**src/rtl/round_const_gen.sv**
```systemverilog
// Round-constant generator: 6-bit LFSR expanded into a ROWS x COLS cell matrix, streamed with valid/ready.
// Optional RC_INVERSE_EN adds inverse (last-round-first) sequencing through a PRELOAD phase.
module round_const_gen #(
    parameter int          ROWS       = 4,
    parameter int          COLS       = 4,
    parameter int          NIB_W      = 4,
    parameter int          NUM_ROUNDS = 32,
    parameter logic [5:0]  RC_INIT    = 6'h01
) (
    input  logic                         clk_i,
    input  logic                         rst_i,
    input  logic                         start_i,
    input  logic                         mode_i,
    input  logic                         abort_i,
    input  logic                         rc_ready_i,
    output logic                         rc_valid_o,
    output logic [ROWS*COLS*NIB_W-1:0]   round_cnst_o,
    output logic [5:0]                   round_idx_o,
    output logic                         busy_o,
    output logic                         done_o
);
    localparam int         CW      = ROWS * COLS * NIB_W;
    localparam logic [5:0] LAST    = 6'(NUM_ROUNDS - 1);
    localparam logic [1:0] S_IDLE  = 2'd0;
`ifdef RC_INVERSE_EN
    localparam logic [1:0] S_PRELOAD = 2'd1;
`endif
    localparam logic [1:0] S_RUN   = 2'd2;
    localparam logic [1:0] S_DONE  = 2'd3;

    function automatic logic [5:0] lfsr_next(input logic [5:0] rc);
        return {rc[4:0], rc[5] ^ rc[4] ^ 1'b1};
    endfunction

`ifdef RC_INVERSE_EN
    function automatic logic [5:0] lfsr_prev(input logic [5:0] rc);
        return {rc[0] ^ rc[5] ^ 1'b1, rc[5:1]};
    endfunction
`endif

    function automatic logic [CW-1:0] build_cnst(input logic [5:0] rc);
        logic [CW-1:0] m;
        logic [7:0]    sh;
        m = '0;
        for (int r = 0; r < ROWS; r++) begin
            if (r >= 1) begin
                sh = 8'd1 << (r - 1);
                m[(r*COLS + COLS - 2)*NIB_W +: NIB_W] = sh[NIB_W-1:0];
            end
            if (r % 2 == 0)
                m[(r*COLS + COLS - 1)*NIB_W +: NIB_W] = {{(NIB_W-3){1'b0}}, rc[5:3]};
            else
                m[(r*COLS + COLS - 1)*NIB_W +: NIB_W] = {{(NIB_W-3){1'b0}}, rc[2:0]};
        end
        return m;
    endfunction

    logic [1:0]    state_q, state_d;
    logic [5:0]    rc_q, rc_d;
    logic [5:0]    idx_q, idx_d;
    logic [CW-1:0] cnst_q, cnst_d;
    logic          vld_q, vld_d;
    logic          busy_q, busy_d;
    logic          done_q, done_d;
    logic          load;
    logic          inv;
`ifdef RC_INVERSE_EN
    logic          mode_q, mode_d;
    assign inv = mode_q;
`else
    logic          unused_mode;
    assign unused_mode = mode_i;
    assign inv         = 1'b0;
`endif

    always_comb begin
        state_d = state_q;
        rc_d    = rc_q;
        idx_d   = idx_q;
        vld_d   = vld_q;
        done_d  = 1'b0;
        load    = 1'b0;
`ifdef RC_INVERSE_EN
        mode_d  = mode_q;
`endif
        case (state_q)
            S_IDLE: begin
                if (start_i) begin
                    rc_d  = RC_INIT;
                    idx_d = 6'd0;
`ifdef RC_INVERSE_EN
                    mode_d = mode_i;
                    if (mode_i && NUM_ROUNDS > 1) begin
                        state_d = S_PRELOAD;
                    end else begin
                        state_d = S_RUN;
                        vld_d   = 1'b1;
                        load    = 1'b1;
                    end
`else
                    state_d = S_RUN;
                    vld_d   = 1'b1;
                    load    = 1'b1;
`endif
                end
            end
`ifdef RC_INVERSE_EN
            // Walk forward to the last round's value; the final step lands in RUN.
            S_PRELOAD: begin
                rc_d  = lfsr_next(rc_q);
                idx_d = idx_q + 6'd1;
                if (idx_q == LAST - 6'd1) begin
                    state_d = S_RUN;
                    vld_d   = 1'b1;
                    load    = 1'b1;
                end
            end
`endif
            S_RUN: begin
                if (vld_q && rc_ready_i) begin
                    if (idx_q == (inv ? 6'd0 : LAST)) begin
                        state_d = S_DONE;
                        vld_d   = 1'b0;
                        done_d  = 1'b1;
                    end else begin
                        load = 1'b1;
`ifdef RC_INVERSE_EN
                        if (inv) begin
                            rc_d  = lfsr_prev(rc_q);
                            idx_d = idx_q - 6'd1;
                        end else begin
                            rc_d  = lfsr_next(rc_q);
                            idx_d = idx_q + 6'd1;
                        end
`else
                        rc_d  = lfsr_next(rc_q);
                        idx_d = idx_q + 6'd1;
`endif
                    end
                end
            end
            S_DONE:  state_d = S_IDLE;
            default: begin
                state_d = S_IDLE;
                vld_d   = 1'b0;
            end
        endcase
        // Abort overrides any handshake, including the final one.
        if (abort_i && state_q != S_IDLE) begin
            state_d = S_IDLE;
            rc_d    = rc_q;
            idx_d   = idx_q;
            vld_d   = 1'b0;
            done_d  = 1'b0;
            load    = 1'b0;
        end
        busy_d = (state_d != S_IDLE);
        cnst_d = load ? build_cnst(rc_d) : cnst_q;
    end

    always_ff @(posedge clk_i) begin
        if (rst_i) begin
            state_q <= S_IDLE;
            rc_q    <= RC_INIT;
            idx_q   <= 6'd0;
            cnst_q  <= '0;
            vld_q   <= 1'b0;
            busy_q  <= 1'b0;
            done_q  <= 1'b0;
`ifdef RC_INVERSE_EN
            mode_q  <= 1'b0;
`endif
        end else begin
            state_q <= state_d;
            rc_q    <= rc_d;
            idx_q   <= idx_d;
            cnst_q  <= cnst_d;
            vld_q   <= vld_d;
            busy_q  <= busy_d;
            done_q  <= done_d;
`ifdef RC_INVERSE_EN
            mode_q  <= mode_d;
`endif
        end
    end

    assign rc_valid_o   = vld_q;
    assign round_cnst_o = cnst_q;
    assign round_idx_o  = idx_q;
    assign busy_o       = busy_q;
    assign done_o       = done_q;
endmodule

```
**config.mk**
```make
export PLATFORM = sky130hd
export DESIGN_NAME = round_const_gen
export DESIGN_NICKNAME = d
export VERILOG_FILES = /design/src/rtl/round_const_gen.sv
export SDC_FILE = /design/constraint.sdc
export NUM_CORES = 1
export LEC_CHECK = 0
export ABC_CLOCK_PERIOD_IN_PS = 1530
export BUFFER_PORTS_ARGS = -buffer_cell sky130_fd_sc_hd__buf_4
export CORE_MARGIN = 2
export CORE_UTILIZATION = 30
export CTS_CLUSTER_DIAMETER = 150
export DETAILED_ROUTE_END_ITERATION = 7
export PLACE_DENSITY = 0.61
export SLEW_MARGIN = 20
export SYNTH_ARGS = -nofsm -noshare
export SYNTH_HDL_FRONTEND = slang
export SYNTH_SLANG_ARGS = --single-unit
```
**constraint.sdc**
```tcl
create_clock -name clk_i -period 1.53 [get_ports clk_i]
set_input_delay 0.3825 -clock clk_i [delete_from_list [all_inputs] [get_ports clk_i]]
set_output_delay 0.3825 -clock clk_i [all_outputs]
set_load 0.03 [all_outputs]
```
==> results of run 1 <==
## stage by stage
stage | power [uW] | hold slack (ps) | utilization (%)
final | 1347 | 384.4 | 34.17
after global routing | 1413 | 397.1 | 34.17
after CTS | 1355 | 385.0 | 33.84
after detailed placement | 975.3 | 459.0 | 32.92
after global placement | 973.3 | 458.7 | 32.92
after floorplan | 1016 | 446.8 | -
## cells in the mapped netlist (2+ instances only)
cell	number	share of area (%)
nor2_1	5	1.2
or3_1	2	0.81
nand3_1	16	5.2
clkbuf_1	5	1.2
buf_4	58	28
inv_1	2	0.49
buf_6	2	1.5
a2111oi_0	3	1.7
nand2_1	9	2.2
dfxtp_1	24	31
mux2i_1	16	10
nor4_1	5	2.0
## power by group through the flow
stage                     sequential, uW  clock (uW)  combinational [uW]
after floorplan                      673           0                 343
after global placement               658           0                 316
after detailed placement             659           0                 317
after CTS                            644         394                 317
after global routing                 646         422                 345
final                                644         382                 321
## kinds of logic after synthesis
family	Yosys count
AO/OA/AOI/OAI	11
XOR/XNOR	1
adder cells (fa/ha/maj)	1
buffers and inverters	69
flip-flops	24
multiplexers	17
other	1
AND/OR/NAND/NOR	47
## cell type report
cell class | count | area, um2
Inverter | 2 | 7.507
Clock buffer | 4 | 45.04
Fill cell | 542 | 3298
Sequential cell | 24 | 496.7
Multi-Input combinational cell | 126 | 759.5
Timing Repair Buffer | 42 | 315.3
Tap cell | 70 | 87.58
## path summary, 6_finish.rpt
path / from / to / slack (ps) / depth (start not counted)
setup / recovery: rc_valid_o$_SDFFE_PP0P_ / round_cnst_o[60]$_SDFFE_PP0P_ / 80 / 3
hold / removal: rst_i / round_cnst_o[58]$_SDFFE_PP0P_ / 380 / 2
setup reg to reg: rc_valid_o$_SDFFE_PP0P_ / round_cnst_o[60]$_SDFFE_PP0P_ / 80 / 3
hold reg to reg: rc_q[3]$_SDFF_PP0_ / rc_q[3]$_SDFF_PP0_ / 480 / 2
## state kept, by name, summed over array words and instances, names as in the netlist
| signal | flops |
|---|---|
| rc_valid_o | 1 |
| done_o | 1 |
| rc_q | 6 |
| round_cnst_o | 7 |
| state_q | 2 |
| busy_o | 1 |
| round_idx_o | 6 |
## what timing repair did
item | 4_1_cts | 5_1_grt
hold endpoints to repair | 0 | 0
hold buffers | 0 | 0
endpoints found under the setup margin | 1 | 7
resized for setup | 1 | 3
## cells in the final DEF (no fill, tap or decap), types with 2 or more instances in the layout
master     netlist  routed
nand2_1          9       9
inv_1            2       2
or3_1            2       2
mux2i_1         16      16
nor4_1           5       4
dfxtp_2          0       4
buf_4           58      42
a2111oi_0        3       2
a2111oi_1        1       2
conb_1           1      49
nor2_1           5       5
dfxtp_1         24      17
nand3_1         16      16
dfxtp_4          0       3
clkbuf_8         0       3
## per-layer routing
| layer | vias up | share of wire (%) | wire length [um] |
|---|---|---|---|
| met3 | 0 | 6.7 | 181 |
| met2 | 38 | 48 | 1308 |
| li1 | 536 | - | - |
| met1 | 513 | 45 | 1219 |
| met4 | 0 | 0 | 0 |
| met5 | - | 0 | 0 |
==> qor.yml, run 1 <==
tritoncts: "done"
power_share_of_the_clock_group_pct: 28.3
grt_util_all_layers_pct: 9.327
die_height_um: 75.57
maximum_number_of_pins_on_one_net_before_global_route_repair: 15
initial_core_util_pct: 30.67
initial_antenna_violation_count: 0
cp_data_required_time_ps: 1720
p_seq_share_pct: 47.8
clock_insertion_delay_worst_skew_ps: 270
yosys.area_share.xor_xnor_pct: 0.5700
fin_area_um2: 1712
post_synth.cell_area_avg_um2: 8.985
synthesis.instances: 171
synth.mux.area_fraction_pct: 11.40
globalRouteMet2Util_pct: 14.49
sw_frac_of_total_pct: 34.30
synth_sequential_area_ratio_pct: 31.27
synth-async-reset-ratio_pct: 0
drtIter0Drc: 25
grt_pass1_vias: 852
gr-usage-met1_pct: 12.94
critical_path.endpoint_type: "flip-flop"
globalplace.congestion: 0.7424
finalSetupViolCount: 0
globalRouteOverflowTotal: 0
synth_area_in_simple_gates_pct: 16.78
chip_width_um: 75.57
dominant_combinational_cell_family_by_area_after_synthesis: "buffers and inverters"
post_route_antenna_net_violation_count: 0
fin_tns_setup_ps: 0
grt_pass1_wl_mm: 4.098
timing.final.hold_violations: 0
tritoncts.num_buffers: 3
cp_cell_sequence: "or2b_1 > a211o_2 > a211oi_1"
combined_area_of_all_synthesized_cells_um2: 1536
critical_path_start_type: "flip-flop"
timing.critical_path.fanout_max: 9
final.period_utilization_pct: 94.74
critPathTopFamily: "compound AO/OA/AOI/OAI gates"
detailed_place.area_um2: 1649
detail_route.drc_violations: 0
area_of_the_core_um2: 5010
final_net_count: 206
timing.critical_path.slowest_stage_cell: "a211o_2"
dp_hpwl_mm: 2.020
final_layout_size_suffix_gt1_share_pct: 28.79
irDropWorstVdd_mv: 0.3629
net-switching-power_uw: 461.9
worst_clock_skew_ps: 8.488
final.min_clock_period_ps: 1449
placed_insts: 264
post-cts-setup-buffer-count: 0
met3_usage_pct: 3.175
grt_busiest_layer: "met2"
max_cap_viol_count: 0
top_level_ports: 79
cts_max_path_buffers: 2
p_leak_uw: 0.0008071
pwr-share-comb_pct: 23.9
post_synth_num_cell_types: 36
drtPass1Iterations: 4
timing.setup.critical_path_class: "reg2reg"
placement_rows: 26
holdCritPathClass: "in2reg"
numPortBuffers: 28
pd_cells_nw_per_um2: 786.7
fin_cells: 268
routed_via_count: 1087
crit_path_max_incr_delay_ps: 460
synthAdderAreaFrac_pct: 0.8143
clock-sinks: 24
slew_violations: 0
fp.dieArea_um2: 5710
root_buf_cell: "clkbuf_8"
synth_seq_cells: 24
antenna_cells: 0
outcome: "finished clean"
cp.arrival_ps: 1640
detailedPlace.worstSlack_ps: -144.7
clk_pin_slew_worst_paths_ps: 90
areaGrowthSynthToFinish_pct: 11.40
layout_setup_ws_ps: 80.53
avgViaCountPerCell: 4.056
synth-edff-count: 0
crit_path_buf_inv_count: 0
grt_setup_unrepaired: "false"
internal_power_uw: 884.7
wire_per_inst_um: 10.11
postSynth.topFlopCell: "dfxtp_1"
synth_compound_gate_area_share_pct: 6.759
yosys_warnings: 0
cts_max_level: 1
drt_wl_total_mm: 2.709
clock.fmax_mhz: 689.9
Note: power is estimated with default switching activity, not from simulation.
==> inputs of run 2 (changes only) <==
--- a/config.mk
+++ b/config.mk
@@ -9,7 +9,9 @@
 export BUFFER_PORTS_ARGS = -buffer_cell sky130_fd_sc_hd__buf_4
 export CORE_MARGIN = 2
 export CORE_UTILIZATION = 30
+export CTS_BUF_LIST = sky130_fd_sc_hd__clkbuf_4
 export CTS_CLUSTER_DIAMETER = 150
+export CTS_CLUSTER_SIZE = 30
 export DETAILED_ROUTE_END_ITERATION = 7
 export PLACE_DENSITY = 0.61
 export SLEW_MARGIN = 20
==> qor.yml, run 2 (same netlist as run 1, synthesis figures left out) <==
outcome: "finished clean"
critical_path_start_type: "flip-flop"
initial_antenna_violation_count: 0  # unchanged
max_cap_viol_count: 0  # unchanged
final.period_utilization_pct: 95.52  # +0.79 points
clk_pin_slew_worst_paths_ps: 140  # +50 ps
drtIter0Drc: 35  # +40%
cts_max_level: 1  # unchanged
layout_setup_ws_ps: 68.48  # -12.04 ps
numPortBuffers: 28  # unchanged
detailed_place.area_um2: 1649  # unchanged
largest_register_ffs: 7  # unchanged
antenna_cells: 0  # unchanged
holdCritPathClass: "in2reg"
cts_hold_buffers: 0  # unchanged
layout.cells.most_common_list: "49 x conb_1, 42 x buf_4, 17 x dfxtp_1"
root_buf_cell: "clkbuf_4"
grt_setup_unrepaired: "true"
routed_via_count: 1086  # -0.092%
cts_max_path_buffers: 2  # unchanged
cp.arrival_ps: 1710  # +70 ps
critical_path.endpoint_type: "flip-flop"
avgViaCountPerCell: 4.052  # about the same
wire_per_inst_um: 10.19  # +0.78%
initial_core_util_pct: 30.67  # unchanged
slew_violations: 0  # unchanged
clock_insertion_delay_worst_skew_ps: 320  # +50 ps
pd_cells_nw_per_um2: 749.1  # -4.8%
maximum_number_of_pins_on_one_net_before_global_route_repair: 15  # unchanged
timing.critical_path.slowest_stage_cell: "a211o_2"
final_net_count: 206  # unchanged
globalRouteOverflowTotal: 0  # unchanged
area_of_the_core_um2: 5010  # unchanged
placement_rows: 26  # unchanged
detailedPlace.worstSlack_ps: -144.7  # unchanged
irDropWorstVdd_mv: 0.3955  # +9.0%
crit_path_max_incr_delay_ps: 460  # about the same
drt_wl_total_mm: 2.730  # +0.78%
finalSetupViolCount: 0  # unchanged
final_layout_size_suffix_gt1_share_pct: 29.29  # +0.51 points
areaGrowthSynthToFinish_pct: 10.42
timing.critical_path.fanout_max: 9  # unchanged
clock-sinks: 24  # unchanged
grt_pass1_vias: 836  # -1.9%
final.min_clock_period_ps: 1462  # +12.04 ps
clock.fmax_mhz: 684.2  # -0.82%
top_level_ports: 79  # unchanged
layout.cells.most_common: "conb_1"
timing.setup.critical_path_class: "reg2reg"
chip_width_um: 75.57  # unchanged
globalplace.congestion: 0.7424  # unchanged
p_leak_uw: 0.0008027  # -0.54%
fin_area_um2: 1697  # -0.88%
post_route_antenna_net_violation_count: 0  # unchanged
timing.final.hold_violations: 0  # unchanged
cp_cell_sequence: "or2b_1 > a211o_2 > a211oi_1"
grt_util_all_layers_pct: 9.464  # +0.14 points
grt_pass1_wl_mm: 4.098  # unchanged
tritoncts: "done"
detail_route.drc_violations: 0  # unchanged
hold-worst-slack_ps: 320.3  # -64.18 ps
total_power_uw: 1271  # -5.6%
worst_clock_skew_ps: 18.97  # +10.48 ps
post-cts-setup-buffer-count: 0  # unchanged
tritoncts.num_buffers: 3  # unchanged
drtPass1Iterations: 4  # unchanged
dp_hpwl_mm: 2.020  # unchanged
die_height_um: 75.57  # unchanged
cp_data_required_time_ps: 1780  # +60 ps
fp.dieArea_um2: 5710  # unchanged
-- run 2: cell counts in the layout (fill, tap and decap cells not counted) --
No cell type changed its count.
-- run 2: routing by layer --
metal,share of wire [%],GRT usage [%],vias up,wire [um]
met5,0,0,-,0
met4,0.70,2.339,0,19
met3,8.0,3.175,2,218
met2,47,14.49,44,1293
met1,44,12.86,502,1199
li1,-,-,538,-
-- run 2: critical path, delay by kind of cell (launching register included) --
family,cells,cell delay (ps)
AOI/OAI and AO/OA,2,690
DFF,1,370
and+or+nand+nor,1,330
-- run 2: final cells by class --
cell class,instances,area (um2)
clock buffer,4,30.03
inverter,2,7.507
timing repair buffer,42,315.3
multi-input combinational,126,759.5
tap,70,87.58
sequential,24,496.7
fill,546,3313
-- run 2: worst paths after layout --
kind,start,end,slack (ps),cells past startpoint
hold reg to reg,rc_q[3]$_SDFF_PP0_,rc_q[3]$_SDFF_PP0_,480,2
setup reg to reg,rc_valid_o$_SDFFE_PP0P_,round_cnst_o[60]$_SDFFE_PP0P_,70,3
setup / recovery,rc_valid_o$_SDFFE_PP0P_,round_cnst_o[60]$_SDFFE_PP0P_,70,3
hold / removal,rst_i,round_cnst_o[58]$_SDFFE_PP0P_,320,2
-- run 2: stage by stage --
stage	cells	TNS (ps)	util (%)
6_report	268	0	33.87
2_1_floorplan	219	-43.25	-
3_5_place_dp	264	-1024	32.92
5_1_grt	268	-4.472	33.87
4_1_cts	268	0	33.54
3_3_place_gp	264	-909.3	32.92
-- run 2: power breakdown --
part	leakage [uW]	internal [uW]	switching, uW
Sequential	0.000199	633	11.1
Combinational	0.000585	66.3	255
Clock	0.0000184	119	186
Total	0.000803	819	452
-- run 2: timing repair --
item | 4_1_cts | 5_1_grt
resized for setup | 1 | 3
cloned | 0 | 0
endpoints found under the setup margin | 6 | 7
